### src/rtl/mips_pkg.sv
// Shared definitions for the MIPS pipeline: datapath widths, ALUOp encodings
// and the packed control bundle carried from Decode into Execute.
package mips_pkg;

    localparam int unsigned DATA_WIDTH     = 32;
    localparam int unsigned REG_ADDR_WIDTH = 5;
    localparam int unsigned ALUOP_WIDTH    = 2;

    // ALU operation classes produced by the main decoder
    localparam logic [ALUOP_WIDTH-1:0] ALUOP_MEM = 2'b00;
    localparam logic [ALUOP_WIDTH-1:0] ALUOP_BR  = 2'b01;
    localparam logic [ALUOP_WIDTH-1:0] ALUOP_R   = 2'b10;

    // Execute-stage controls
    typedef struct packed {
        logic                   alu_src;
        logic                   reg_dst;
        logic [ALUOP_WIDTH-1:0] alu_op;
    } ex_ctrl_t;

    // Memory-stage controls
    typedef struct packed {
        logic mem_read;
        logic mem_write;
    } mem_ctrl_t;

    // Writeback-stage controls
    typedef struct packed {
        logic reg_write;
        logic mem_to_reg;
    } wb_ctrl_t;

    typedef struct packed {
        wb_ctrl_t  wb;
        mem_ctrl_t mem;
        ex_ctrl_t  ex;
    } ctrl_t;

    // A bubble carries no side effects: no register write, no memory access
    localparam ctrl_t CTRL_BUBBLE = '0;

endpackage

### src/rtl/load_use_detector.sv
// Load-use hazard detector.
// A load in Execute whose destination (Rt) is read by the Decode instruction
// forces a one-cycle stall; writes to $0 are never a hazard.
//   ID_EX_MemRead, ID_EX_RegisterRt  : load currently in Execute
//   IF_ID_RegisterRs/Rt              : source registers of the Decode instruction
//   Stall                            : combinational hazard flag
module load_use_detector #(
    parameter int unsigned REG_ADDR_WIDTH = 5
) (
    input  logic                      ID_EX_MemRead,
    input  logic [REG_ADDR_WIDTH-1:0] ID_EX_RegisterRt,
    input  logic [REG_ADDR_WIDTH-1:0] IF_ID_RegisterRs,
    input  logic [REG_ADDR_WIDTH-1:0] IF_ID_RegisterRt,
    output logic                      Stall
);

    always_comb begin
        Stall = ID_EX_MemRead
             && (ID_EX_RegisterRt != '0)
             && ((ID_EX_RegisterRt == IF_ID_RegisterRs)
              || (ID_EX_RegisterRt == IF_ID_RegisterRt));
    end

endmodule

### src/rtl/id_ex_stage.sv
// ID/EX pipeline register with integrated load-use hazard handling.
// Captures decoded controls, register read data, the immediate, PC+4 and the
// Rs/Rt/Rd numbers; loads a bubble on Flush or on a load-use stall.
//   clk, reset              : clock, asynchronous active-high reset
//   Flush                   : squash the Decode instruction
//   IF_ID_Register*, ID_*   : Decode-stage instruction fields
//   ID_EX_*, ID_EX_Valid    : registered Execute-stage copies
//   PCWrite, IF_ID_Write    : front-end enables (0 = hold), combinational
module id_ex_stage #(
    parameter int unsigned DATA_WIDTH     = mips_pkg::DATA_WIDTH,
    parameter int unsigned REG_ADDR_WIDTH = mips_pkg::REG_ADDR_WIDTH,
    parameter int unsigned ALUOP_WIDTH    = mips_pkg::ALUOP_WIDTH
) (
    input  logic                      clk,
    input  logic                      reset,
    input  logic                      Flush,
    input  logic [REG_ADDR_WIDTH-1:0] IF_ID_RegisterRs,
    input  logic [REG_ADDR_WIDTH-1:0] IF_ID_RegisterRt,
    input  logic [REG_ADDR_WIDTH-1:0] IF_ID_RegisterRd,
    input  logic                      ID_RegWrite,
    input  logic                      ID_MemRead,
    input  logic                      ID_MemWrite,
    input  logic                      ID_MemtoReg,
    input  logic                      ID_ALUSrc,
    input  logic                      ID_RegDst,
    input  logic [ALUOP_WIDTH-1:0]    ID_ALUOp,
    input  logic [DATA_WIDTH-1:0]     ID_ReadData1,
    input  logic [DATA_WIDTH-1:0]     ID_ReadData2,
    input  logic [DATA_WIDTH-1:0]     ID_SignExtImm,
    input  logic [DATA_WIDTH-1:0]     ID_PCPlus4,
    output logic                      ID_EX_RegWrite,
    output logic                      ID_EX_MemRead,
    output logic                      ID_EX_MemWrite,
    output logic                      ID_EX_MemtoReg,
    output logic                      ID_EX_ALUSrc,
    output logic                      ID_EX_RegDst,
    output logic [ALUOP_WIDTH-1:0]    ID_EX_ALUOp,
    output logic [DATA_WIDTH-1:0]     ID_EX_ReadData1,
    output logic [DATA_WIDTH-1:0]     ID_EX_ReadData2,
    output logic [DATA_WIDTH-1:0]     ID_EX_SignExtImm,
    output logic [DATA_WIDTH-1:0]     ID_EX_PCPlus4,
    output logic [REG_ADDR_WIDTH-1:0] ID_EX_RegisterRs,
    output logic [REG_ADDR_WIDTH-1:0] ID_EX_RegisterRt,
    output logic [REG_ADDR_WIDTH-1:0] ID_EX_RegisterRd,
    output logic                      ID_EX_Valid,
    output logic                      PCWrite,
    output logic                      IF_ID_Write
);

    import mips_pkg::ctrl_t;
    import mips_pkg::CTRL_BUBBLE;

    localparam int unsigned PKG_ALUOP_W = mips_pkg::ALUOP_WIDTH;

    ctrl_t                     ctrl_d,  ctrl_q;
    logic [REG_ADDR_WIDTH-1:0] rs_d,    rs_q;
    logic [REG_ADDR_WIDTH-1:0] rt_d,    rt_q;
    logic [REG_ADDR_WIDTH-1:0] rd_d,    rd_q;
    logic [DATA_WIDTH-1:0]     rdata1_d, rdata1_q;
    logic [DATA_WIDTH-1:0]     rdata2_d, rdata2_q;
    logic [DATA_WIDTH-1:0]     imm_d,   imm_q;
    logic [DATA_WIDTH-1:0]     pc4_d,   pc4_q;
    logic                      valid_d, valid_q;
    logic                      stall;

    load_use_detector #(
        .REG_ADDR_WIDTH (REG_ADDR_WIDTH)
    ) u_load_use_detector (
        .ID_EX_MemRead    (ctrl_q.mem.mem_read),
        .ID_EX_RegisterRt (rt_q),
        .IF_ID_RegisterRs (IF_ID_RegisterRs),
        .IF_ID_RegisterRt (IF_ID_RegisterRt),
        .Stall            (stall)
    );

    // A flushed Decode instruction is discarded, so the front end may advance
    always_comb begin
        PCWrite     = !stall || Flush;
        IF_ID_Write = !stall || Flush;
    end

    // Next-state: bubble on Flush or Stall, otherwise capture Decode
    always_comb begin
        ctrl_d   = CTRL_BUBBLE;
        rs_d     = '0;
        rt_d     = '0;
        rd_d     = '0;
        rdata1_d = '0;
        rdata2_d = '0;
        imm_d    = '0;
        pc4_d    = '0;
        valid_d  = 1'b0;
        if (!(Flush || stall)) begin
            ctrl_d.wb.reg_write   = ID_RegWrite;
            ctrl_d.wb.mem_to_reg  = ID_MemtoReg;
            ctrl_d.mem.mem_read   = ID_MemRead;
            ctrl_d.mem.mem_write  = ID_MemWrite;
            ctrl_d.ex.alu_src     = ID_ALUSrc;
            ctrl_d.ex.reg_dst     = ID_RegDst;
            ctrl_d.ex.alu_op      = PKG_ALUOP_W'(ID_ALUOp);
            rs_d                  = IF_ID_RegisterRs;
            rt_d                  = IF_ID_RegisterRt;
            rd_d                  = IF_ID_RegisterRd;
            rdata1_d              = ID_ReadData1;
            rdata2_d              = ID_ReadData2;
            imm_d                 = ID_SignExtImm;
            pc4_d                 = ID_PCPlus4;
            valid_d               = 1'b1;
        end
    end

    // Pipeline register
    always_ff @(posedge clk or posedge reset) begin
        if (reset) begin
            ctrl_q   <= CTRL_BUBBLE;
            rs_q     <= '0;
            rt_q     <= '0;
            rd_q     <= '0;
            rdata1_q <= '0;
            rdata2_q <= '0;
            imm_q    <= '0;
            pc4_q    <= '0;
            valid_q  <= 1'b0;
        end else begin
            ctrl_q   <= ctrl_d;
            rs_q     <= rs_d;
            rt_q     <= rt_d;
            rd_q     <= rd_d;
            rdata1_q <= rdata1_d;
            rdata2_q <= rdata2_d;
            imm_q    <= imm_d;
            pc4_q    <= pc4_d;
            valid_q  <= valid_d;
        end
    end

    always_comb begin
        ID_EX_RegWrite   = ctrl_q.wb.reg_write;
        ID_EX_MemtoReg   = ctrl_q.wb.mem_to_reg;
        ID_EX_MemRead    = ctrl_q.mem.mem_read;
        ID_EX_MemWrite   = ctrl_q.mem.mem_write;
        ID_EX_ALUSrc     = ctrl_q.ex.alu_src;
        ID_EX_RegDst     = ctrl_q.ex.reg_dst;
        ID_EX_ALUOp      = ALUOP_WIDTH'(ctrl_q.ex.alu_op);
        ID_EX_RegisterRs = rs_q;
        ID_EX_RegisterRt = rt_q;
        ID_EX_RegisterRd = rd_q;
        ID_EX_ReadData1  = rdata1_q;
        ID_EX_ReadData2  = rdata2_q;
        ID_EX_SignExtImm = imm_q;
        ID_EX_PCPlus4    = pc4_q;
        ID_EX_Valid      = valid_q;
    end

endmodule
### config.mk
export PLATFORM = sky130hd
export DESIGN_NAME = id_ex_stage
export DESIGN_NICKNAME = d
export VERILOG_FILES = /design/src/rtl/mips_pkg.sv /design/src/rtl/load_use_detector.sv /design/src/rtl/id_ex_stage.sv
export SDC_FILE = /design/constraint.sdc
export NUM_CORES = 1
export LEC_CHECK = 0
export ABC_AREA = 0
export CAP_MARGIN = 20
export CORE_MARGIN = 2
export CORE_UTILIZATION = 37
export CTS_CLUSTER_SIZE = 8
export DETAILED_ROUTE_END_ITERATION = 12
export GPL_ROUTABILITY_DRIVEN = 0
export PLACE_DENSITY_LB_ADDON = 0.12
export SLEW_MARGIN = 10
export SYNTH_ARGS = -nofsm -noshare
export SYNTH_HDL_FRONTEND = slang
export SYNTH_SLANG_ARGS = --single-unit
### constraint.sdc
create_clock -name clk -period 4.6 [get_ports clk]
set_input_delay 0.69 -clock clk [delete_from_list [all_inputs] [get_ports clk]]
set_output_delay 0.69 -clock clk [all_outputs]
set_load 0.02 [all_outputs]
# Word level (Yosys, flattened, before mapping)
# Cells that the tools add are included.
[word_totals]
in_bits = 154
ff_bits = 152
[op_classes]
mux = 9
n_reduce_logical = 7
eq_ne = 2
[ops]
columns = ["operator", "count"]
rows = [
  ["$mux W32", 4],
  ["$mux W5", 3],
  ["$eq A5 B5 Y1", 2],
  ["$mux W8", 1],
  ["$reduce_bool A5 Y1", 1],
  ["$logic_or A1 B1 Y1", 3],
  ["$logic_and A1 B1 Y1", 2],
  ["$logic_not A1 Y1", 1],
  ["$mux W1", 1],
]

# Depth between registers and ports, before layout
# Gate-level depths: netlist of run 1.
[depth]
word_depth = 5
ltp_mapped = 7
depth_no_buf = 4

# By module
# A second synthesis of run 1 with hierarchy kept.
[hier_totals]
hier_cells = 358
hier_area_um2 = 5705.5
[by_module_without_submodules]
columns = ["module", "instances", "area_per_inst_um2", "cells_per_inst", "seq_area_each_um2"]
rows = [
  ["id_ex_stage", 1, 5580.4, 341, 3803.6],
  ["load_use_detector", 1, 125.1, 17, 0.0],
]

# Least setup slack after synthesis of run 1
# OpenSTA, ideal clock, no wires.
[synth_timing]
path_type = "register to output"
start = "reg rt_q[4], in the netlist ID_EX_RegisterRt[4]"
end = "out PCWrite"
n_path_buf = 4
path_slack_ns = 1.915
arrival_time_ns = 1.995
stages_incl_launch_ff = 8
required_time_ns = 3.910
cell_sequence = "dfrtp_1 -> or4_1 -> o21a_1 -> buf_6 -> buf_6 -> buf_6 -> nand3b_1 -> buf_4"
[synth_between]
elab_chain_cells = 5
word_cells_on_any_way = 8
[synth_lines]
columns = ["element", "line_no", "text"]
rows = [
  ["start: declaration", "id_ex_stage.sv:57", "logic [REG_ADDR_WIDTH-1:0] rt_d, rt_q;"],
  ["start signal: assignment", "id_ex_stage.sv:127", "rt_q <= rt_d;"],
  ["$eq A5 B5 Y1, or another cell as far along", "load_use_detector.sv:20", "&& ((ID_EX_RegisterRt == IF_ID_RegisterRs)"],
  ["$logic_or A1 B1 Y1 / $logic_and A1 B1 Y1 (equally long branches)", "load_use_detector.sv:21, load_use_detector.sv:19", ""],
  ["$logic_and A1 B1 Y1 *", "load_use_detector.sv:20", ""],
  ["$logic_not A1 Y1 *", "-", ""],
  ["$logic_or A1 B1 Y1 *", "-", ""],
  ["end: declaration", "id_ex_stage.sv:46", "output logic PCWrite,"],
]
# Every way passes the cells marked *; elsewhere a longest branch is shown, timed or not.

# Final worst setup path of run 1
[layout_timing]
start = "reg rt_q[4], in the netlist ID_EX_RegisterRt[4]"
end = "out PCWrite"
[layout_between]
elab_chain_cells = 5
word_cells_on_any_way = 8
[layout_lines]
columns = ["element", "line_no", "text"]
rows = [
  ["$eq A5 B5 Y1, or another cell as far along", "load_use_detector.sv:20", ""],
  ["$logic_or A1 B1 Y1 / $logic_and A1 B1 Y1 (equally long branches)", "load_use_detector.sv:21, load_use_detector.sv:19", ""],
  ["$logic_and A1 B1 Y1 *", "load_use_detector.sv:20", ""],
  ["$logic_not A1 Y1 *", "id_ex_stage.sv:78", "PCWrite = !stall || Flush;"],
  ["$logic_or A1 B1 Y1 *", "id_ex_stage.sv:78", ""],
]
# Marks and branches as above.

==> flow_summary.toml, run 1 <==
[outcome]
status = "finished, final reports clean"

[setup_path]
critPathMaxFanout = 84
crit_path_end = "PCWrite"
crit_cells = 4
timing.rr.start = "ID_EX_RegisterRt[2]"
rr_worst_depth = 4
crit_path_start_kind = "flip-flop"
cp_num_buf_inv = 1
critical_path_class = "reg -> out"
worstPathArrival_ns = 2.77
slowest_stage = "clkdlybuf4s50_1"
regToRegSetupSlack_ns = 1.85
cp.required_ns = 3.91
endpoint_kind = "output pin"
cp_top_family = "simple AND/OR/NAND/NOR gates"
critPathLaunch = "ID_EX_RegisterRt[4]"
cp_slowest_stage_delay_ns = 0.63
crit_chain = "or4_1 -> o21a_4 -> nand3b_1 -> clkdlybuf4s50_1"
reg2reg_to = "ID_EX_RegisterRs[2]"

[drt]
firstDrtPassIters = 4
dr.first_iter.drc_count = 202
avgViaCountPerCell = 4.615
ant_nets = 0
drt-total-wl_mm = 17.58
post_drt_wl_per_cell_um = 16.93
vias = 4790
drc = 0

[layout]
fin_nets = 959
area_growth_pct = 60.84
final_layout_size_suffix_gt1_share_pct = 13.33
utilization_pct = 60.43
n_antenna_cell = 0
fillers = 1340

[clock_tree]
tritoncts = "yes"
clk_latency_ns = 0.41
cts_num_sinks = 152
post_cts_resized = 0
post_cts_buffers = 0
clock_path_buffers = 2
numCtsBuffers = 17
ctsHoldBuffers = 0
root_buffer = "clkbuf_16"
clk_pin_slew_ns = 0.06
cts-htree-levels = 4

[grt]
grt_pass1_vias = 5097
grt_max_degree = 153
track_usage_pct = 19.96
antenna_found_initial = 0
grt_pass1_wl_mm = 27.47
gr-total-overflow = 0

[sta]
setup_tns_ns = 0
max_freq_ghz = 0.2888
maxSlewHeadroom_pct = 27.54
rsz0062_at_grt = "false"
period_needed_ns = 3.462
setup_viol = 0
maxSlewViolCount = 0
period_share_pct = 75.26
fin_hold_ws_ns = 0.6847
timing.final.ws_setup_ns = 1.138
hold_viol = 0
fin_skew_ns = 0.008322
tightestPinTransition_ns = 1.087

[synth]
synth_seq_cells = 152
syn_avg_cell_area_sq_um = 11.78
synth_warnings = 0
ys_seq_area_share_pct = 61.49
syn_area_sq_um = 6186
syn_inst = 525
ys_types = 16
syn_nets = 679

[placed_design]
numPortBuffers = 307
hpwl_mm = 11.70
post-place-ws_ns = 1.471

[run]
cap_violations = 0

[floorplanning]
rows = 47
die-area_sq_um = 17770
ioPinCount = 308
placeableCoreArea_sq_um = 16470
die_w_um = 133.3
start_util_pct = 37.57
die_h_um = 133.3

[power_and_ir_drop]
p_per_area_nw_per_um2 = 348.2
vdd_drop_max_uv = 227.8
p_leak_nw = 4.153

[hold_path]
hp-class = "in -> async"
kinds of logic after synthesis:
logic type,share of synthesized area [%]
buf+inv,4.490
flops,61.49
compound gates,16.81
xor+xnor,1.416
simple gates,15.80
cell usage after synthesis, drive strengths merged:
| cell type | number | area share, % |
|---|---|---|
| a21oi | 152 | 16 |
| buf | 19 | 2.5 |
| clkbuf | 32 | 1.9 |
| dfrtp | 152 | 61 |
| inv | 1 | 0.061 |
| nand2 | 2 | 0.12 |
| nand2b | 151 | 15 |
| nand3 | 2 | 0.16 |
| nand3b | 1 | 0.12 |
| o21a | 1 | 0.12 |
| o22ai | 1 | 0.20 |
| or4 | 1 | 0.12 |
| xnor2 | 10 | 1.4 |
report_power, final:
part,internal (mW),switching [mW],total [mW]
logic,0.307,0.307,0.614
clock network,0.876,0.542,1.42
registers,1.41,0.0236,1.43
sequential cells by signal (all words and copies together) (netlist names):
name	flops
ID_EX_ALUOp	2
ID_EX_RegisterRd	5
ID_EX_RegisterRt	5
ID_EX_MemtoReg	1
ID_EX_Valid	1
ID_EX_ALUSrc	1
ID_EX_ReadData2	32
ID_EX_MemWrite	1
ID_EX_RegWrite	1
ID_EX_SignExtImm	32
ID_EX_RegDst	1
ID_EX_ReadData1	32
ID_EX_MemRead	1
ID_EX_RegisterRs	5
ID_EX_PCPlus4	32
final cells by class:
type | count | area (sq um) | share of cell area, %
sequential | 152 | 3804 | 38.23
timing repair buffer | 312 | 3133 | 31.49
multi-input combinational | 321 | 2120 | 21.30
clock buffer | 23 | 498.0 | 5.005
tap | 220 | 275.3 | 2.767
clock inverter | 9 | 112.6 | 1.132
inverter | 1 | 7.507 | 0.07545
worst min path at each step:
stage,from,to,slack (ns),depth (start not counted)
after detailed placement,ID_EX_MemRead,ID_EX_RegisterRt[3],1.08,2
final,reset,ID_EX_PCPlus4[21],0.68,2
after CTS,reset,ID_EX_PCPlus4[20],0.69,2
after floorplan,ID_ALUOp[0],ID_EX_ALUOp[0],0.81,2
after global placement,ID_EX_MemRead,ID_EX_RegisterRt[1],1.07,2
after global routing,reset,ID_EX_PCPlus4[20],0.72,2
layer usage:
layer  up-vias  global-route usage, %  share of wire (%)
li1       2271                      -                  -
met1      2263                  23.12                 39
met2       217                  32.82                 49
met3        39                  7.572                8.9
met4         0                  9.397                3.6
met5         -                      0                  0
through the flow:
| step | instances | power (mW) | instance area, sq um |
|---|---|---|---|
| 3_5_place_dp | 1006 | 2.078 | 9339 |
| 4_1_cts | 1038 | 3.509 | 9950 |
| 5_1_grt | 1038 | 3.600 | 9950 |
| 3_3_place_gp | 1006 | 2.070 | 9339 |
| 6_report | 1038 | 3.464 | 9950 |
| 2_1_floorplan | 525 | 1.750 | 6190 |
layout by cell type, fill, tap and decap left out, drive strengths merged, types with 4 or more instances in the layout:
cell,instances
buf,6
nand2b,151
dfrtp,152
clkbuf,23
a21oi,152
xnor2,10
clkdlybuf4s50,306
clkinv,4
worst register-to-register path, delay by kind of cell, from the launching register on:
family,cells,cell delay [ns]
buffers and inverters,1,1.01
AOI/OAI and AO/OA,2,0.98
DFF,1,0.43
and+or+nand+nor,1,0.15
No activity file was read; power rests on OpenSTA's default activity.
==> inputs of run 2 (changes only) <==
--- a/config.mk
+++ b/config.mk
@@ -8,7 +8,7 @@
 export ABC_AREA = 0
 export CAP_MARGIN = 20
 export CORE_MARGIN = 2
-export CORE_UTILIZATION = 37
+export CORE_UTILIZATION = 40
 export CTS_CLUSTER_SIZE = 8
 export DETAILED_ROUTE_END_ITERATION = 12
 export GPL_ROUTABILITY_DRIVEN = 0
==> constraint.sdc (replaced) <==
create_clock -name clk -period 3.3 [get_ports clk]
set_input_delay 0.495 -clock clk [delete_from_list [all_inputs] [get_ports clk]]
set_output_delay 0.495 -clock clk [all_outputs]
set_load 0.02 [all_outputs]
==> run 2 against run 1 <==
Effect of this change: power up 48%; highest routed layer unchanged; first-iteration DRC count up 27%; setup slack got worse by 0.74 ns; via count increased by 1.9%; routed wire length fell by 0.25%; worst hold slack worse by 0.12 ns; final cell count decreased by 2.8%; clock power grew 58%; clock-buffer cell count decreased by 2; register-to-register slack got worse by 1.1 ns; sequential cell count unchanged; largest power group is now clock; non-clock buffer count rose by 3.
==> flow_summary.toml, run 2 (synthesis results as in run 1) <==
[outcome]
status = "finished, final reports clean"

[grt]
grt_pass1_vias = 5020
antenna_found_initial = 0
grt_max_degree = 153
gr-total-overflow = 0
track_usage_pct = 21.38
grt_pass1_wl_mm = 26.75

[floorplanning]
placeableCoreArea_sq_um = 15150
start_util_pct = 40.84
die_h_um = 128.4
die_w_um = 128.4
die-area_sq_um = 16480
ioPinCount = 308
rows = 45

[setup_path]
timing.rr.start = "ID_EX_RegisterRt[4]"
cp.required_ns = 2.80
crit_cells = 4
critPathLaunch = "ID_EX_RegisterRt[4]"
regToRegSetupSlack_ns = 0.76
critPathMaxFanout = 4
critical_path_class = "reg -> out"
crit_chain = "or4_1 -> o21a_4 -> nand3b_1 -> clkdlybuf4s50_1"
rr_worst_depth = 6
crit_path_end = "IF_ID_Write"
slowest_stage = "clkdlybuf4s50_1"
reg2reg_to = "ID_EX_PCPlus4[9]"
worstPathArrival_ns = 2.41
endpoint_kind = "output pin"
cp_top_family = "simple AND/OR/NAND/NOR gates"
cp_num_buf_inv = 1
crit_path_start_kind = "flip-flop"
cp_slowest_stage_delay_ns = 0.64

[clock_tree]
clk_latency_ns = 0.42
post_cts_buffers = 0
clk_pin_slew_ns = 0.06
tritoncts = "yes"
root_buffer = "clkbuf_16"
cts-htree-levels = 4
ctsHoldBuffers = 0
clock_path_buffers = 2
cts_num_sinks = 152
post_cts_resized = 0
numCtsBuffers = 17

[drt]
vias = 4880
post_drt_wl_per_cell_um = 17.37
dr.first_iter.drc_count = 256
ant_nets = 0
drc = 0
avgViaCountPerCell = 4.836
firstDrtPassIters = 4
drt-total-wl_mm = 17.53

[sta]
maxSlewHeadroom_pct = 37.96
setup_viol = 0
maxSlewViolCount = 0
setup_tns_ns = 0
max_freq_ghz = 0.3441
fin_skew_ns = 0.009717
rsz0062_at_grt = "false"
period_share_pct = 88.06
tightestPinTransition_ns = 0.9305
fin_hold_ws_ns = 0.5641
period_needed_ns = 2.906
hold_viol = 0

[placed_design]
hpwl_mm = 11.49
numPortBuffers = 307

[layout]
fin_nets = 962
layout_commonest_cell = "clkdlybuf4s50_1"
final_layout_size_suffix_gt1_share_pct = 13.76
layout_common_cells = "clkdlybuf4s50_1, dfrtp_1, nand2b_1"
area_growth_pct = 62.48
n_antenna_cell = 0

[power_and_ir_drop]
vdd_drop_max_uv = 342.4
p_leak_nw = 4.210
p_per_area_nw_per_um2 = 508.6

[run]
cap_violations = 0

[hold_path]
hp-class = "in -> async"
## run 2: final cells by class
cell class                      instances  area, sq um
Clock inverter                         11        216.5
Clock buffer                           21        480.5
Multi-Input combinational cell        321         2120
Inverter                                1        7.507
Tap cell                              188        235.2
Timing Repair Buffer                  315         3188
Fill cell                            1203         5095
Sequential cell                       152         3804
## run 2: worst reg2reg max path, delay by kind of cell, from the launching register on
family,cells,cell delay [ns]
AO/OA/AOI/OAI,2,0.48
AND/OR/NAND/NOR,1,0.55
flip-flops,1,0.43
buffers and inverters,3,0.98
## run 2: worst min-delay path by stage
stage	start	end	slack, ns
2_1_floorplan	ID_ALUOp[0]	ID_EX_ALUOp[0]	0.62
3_3_place_gp	reset	ID_EX_ReadData1[1]	1.02
3_5_place_dp	reset	ID_EX_ReadData1[2]	1.04
4_1_cts	reset	ID_EX_ReadData1[29]	0.59
5_1_grt	ID_ReadData1[31]	ID_EX_ReadData1[31]	0.60
6_report	reset	ID_EX_ReadData2[10]	0.56
## run 2: stage by stage
stage	util [%]	power [mW]	instances	instance area [sq um]	setup slack, ns
2_1_floorplan	-	2.440	525	6190	0.8098
3_3_place_gp	61.45	2.881	975	9306	0.5293
3_5_place_dp	61.45	2.896	975	9306	0.5458
4_1_cts	66.05	5.166	1007	10000	0.3639
5_1_grt	66.36	5.310	1009	10050	0.3044
6_report	66.36	5.112	1009	10050	0.3939
## run 2: report_power, final
| part | internal [mW] | leakage [nW] | total (mW) | switching (mW) |
|---|---|---|---|---|
| Clock | 1.50 | 0.332 | 2.25 | 0.749 |
| Combinational | 0.436 | 1.92 | 0.864 | 0.428 |
| Sequential | 1.96 | 1.96 | 2.00 | 0.0346 |
| Total | 3.90 | 4.21 | 5.11 | 1.21 |
## run 2: metal layers
| metal | vias up | routed length [um] | global-route usage, % |
|---|---|---|---|
| met2 | 220 | 8461 | 34.20 |
| met1 | 2349 | 6680 | 25.36 |
| li1 | 2275 | - | - |
| met5 | - | 0 | 0 |
| met3 | 36 | 1805 | 8.358 |
| met4 | 0 | 584 | 10.47 |
==> inputs of run 3 (changes only) <==
--- a/config.mk
+++ b/config.mk
@@ -6,7 +6,7 @@
 export NUM_CORES = 1
 export LEC_CHECK = 0
 export ABC_AREA = 0
-export CAP_MARGIN = 20
+export CAP_MARGIN = 5
 export CORE_MARGIN = 2
 export CORE_UTILIZATION = 40
 export CTS_CLUSTER_SIZE = 8
==> run 3 against run 2 <==
Effect of this change: register-to-register slack got worse by 0.23 ns; largest power group unchanged; global-route usage is the same; largest cell class unchanged; critical path type unchanged; die area did not move; critical endpoint unchanged; power is 0.13% lower; routed wire length decreased by 0.60%.
==> flow_summary.toml, run 3 (synthesis results as in run 1) <==
[placed_design]
numPortBuffers = 307
placed_cells = 975
hpwl_mm = 11.49

[layout]
area_growth_pct = 61.71
finalNonFillerCells = 1007
n_antenna_cell = 0
fin_nets = 960
final_layout_size_suffix_gt1_share_pct = 13.55
layout_common_cells = "clkdlybuf4s50_1, dfrtp_1, nand2b_1"
layout_commonest_cell = "clkdlybuf4s50_1"

[setup_path]
critical_path_class = "reg -> out"
cp.required_ns = 2.80
endpoint_kind = "output pin"
worstPathArrival_ns = 2.41
critPathMaxFanout = 4
crit_path_start_kind = "flip-flop"

[grt]
gr-total-overflow = 0
met3_usage_pct = 8.358
grt_pass1_wl_mm = 26.75
top_usage_layer = "met2"
use_met1_pct = 25.36
grt_max_degree = 153
track_usage_pct = 21.38
antenna_found_initial = 0
grt_use_met2_pct = 34.20
grt_pass1_vias = 5020

[floorplanning]
die_w_um = 128.4
ioPinCount = 308
die-area_sq_um = 16480
placeableCoreArea_sq_um = 15150
start_util_pct = 40.84
rows = 45
die_h_um = 128.4

[clock_tree]
numCtsBuffers = 17
cts-htree-levels = 4
clock_path_buffers = 2
clk_pin_slew_ns = 0.06
post_cts_buffers = 0
root_buffer = "clkbuf_16"
post_cts_resized = 0
tritoncts = "yes"
cts_num_sinks = 152
ctsHoldBuffers = 0
clk_latency_ns = 0.42

[sta]
hold_viol = 0
period_needed_ns = 2.909
maxSlewHeadroom_pct = 21.34
rsz0062_at_grt = "false"
period_share_pct = 88.14
fin_hold_ws_ns = 0.5609
setup_viol = 0
tightestPinTransition_ns = 1.180
max_freq_ghz = 0.3438
setup_tns_ns = 0
maxSlewViolCount = 0
fin_skew_ns = 0.009301

[power_and_ir_drop]
p_per_area_nw_per_um2 = 510.4
p_leak_nw = 4.189
vdd_drop_max_uv = 342.0

[drt]
ant_nets = 0
vias = 4874
drc = 0
drt-total-wl_mm = 17.43
dr.first_iter.drc_count = 277
post_drt_wl_per_cell_um = 17.30
avgViaCountPerCell = 4.840
firstDrtPassIters = 5

[run]
cap_violations = 0

[outcome]
status = "finished, final reports clean"

[hold_path]
hp-class = "in -> async"
run 3: cell types whose count changed in the layout (fill, tap and decap cells not counted), sizes merged:
| cell | previous run | this run |
|---|---|---|
| buf | 9 | 7 |
run 3: final timing paths:
check	start	endpoint	cells past startpoint	slack [ns]
max reg2reg	ID_EX_RegisterRt[0]	ID_EX_PCPlus4[9]	5	0.53
max	ID_EX_RegisterRt[4]	IF_ID_Write	4	0.39
min reg2reg	ID_EX_RegisterRt[1]	ID_EX_ReadData1[13]	5	1.25
min	reset	ID_EX_ReadData2[10]	3	0.56
min in group clk	ID_SignExtImm[20]	ID_EX_SignExtImm[20]	3	0.61
max in group asynchronous	reset	ID_EX_RegisterRt[0]	3	1.92
run 3: metrics by stage:
step                      power, mW  util [%]  setup slack, ns  cell area [sq um]
final                         5.105     66.05           0.3914              10000
after global routing          5.303     66.05           0.2822              10000
after CTS                     5.166     66.05           0.3639              10000
after detailed placement      2.896     61.45           0.5458               9306
after global placement        2.881     61.45           0.5293               9306
after floorplan               2.440         -           0.8098               6190
run 3: routing by layer:
metal	routed length (um)	up-vias	part of all wire, %
met4	567	0	3.3
met2	8330	225	48
met1	6748	2346	39
li1	-	2268	-
met3	1779	35	10
met5	0	-	0
run 3: area by class of cell:
type / count / area [sq um]
multi-input cells: 321 / 2120
clock buffers: 21 / 480.5
fillers: 1210 / 5142
well taps: 188 / 235.2
clock inverters: 11 / 216.5
repair buffers: 313 / 3141
inverters: 1 / 7.507
flip-flops and latches: 152 / 3804
run 3: critical path, cell delays in order (launching register included):
cell             delay [ns]
dfrtp_1                0.43
or4_1                  0.55
o21a_4                 0.21
nand3b_1               0.16
clkdlybuf4s50_1        0.64
run 3: power breakdown:
part / switching (mW) / total (mW) / internal (mW)
clock: 0.750 / 2.25 / 1.50
combinational: 0.427 / 0.857 / 0.430
sequential: 0.0347 / 2.00 / 1.96
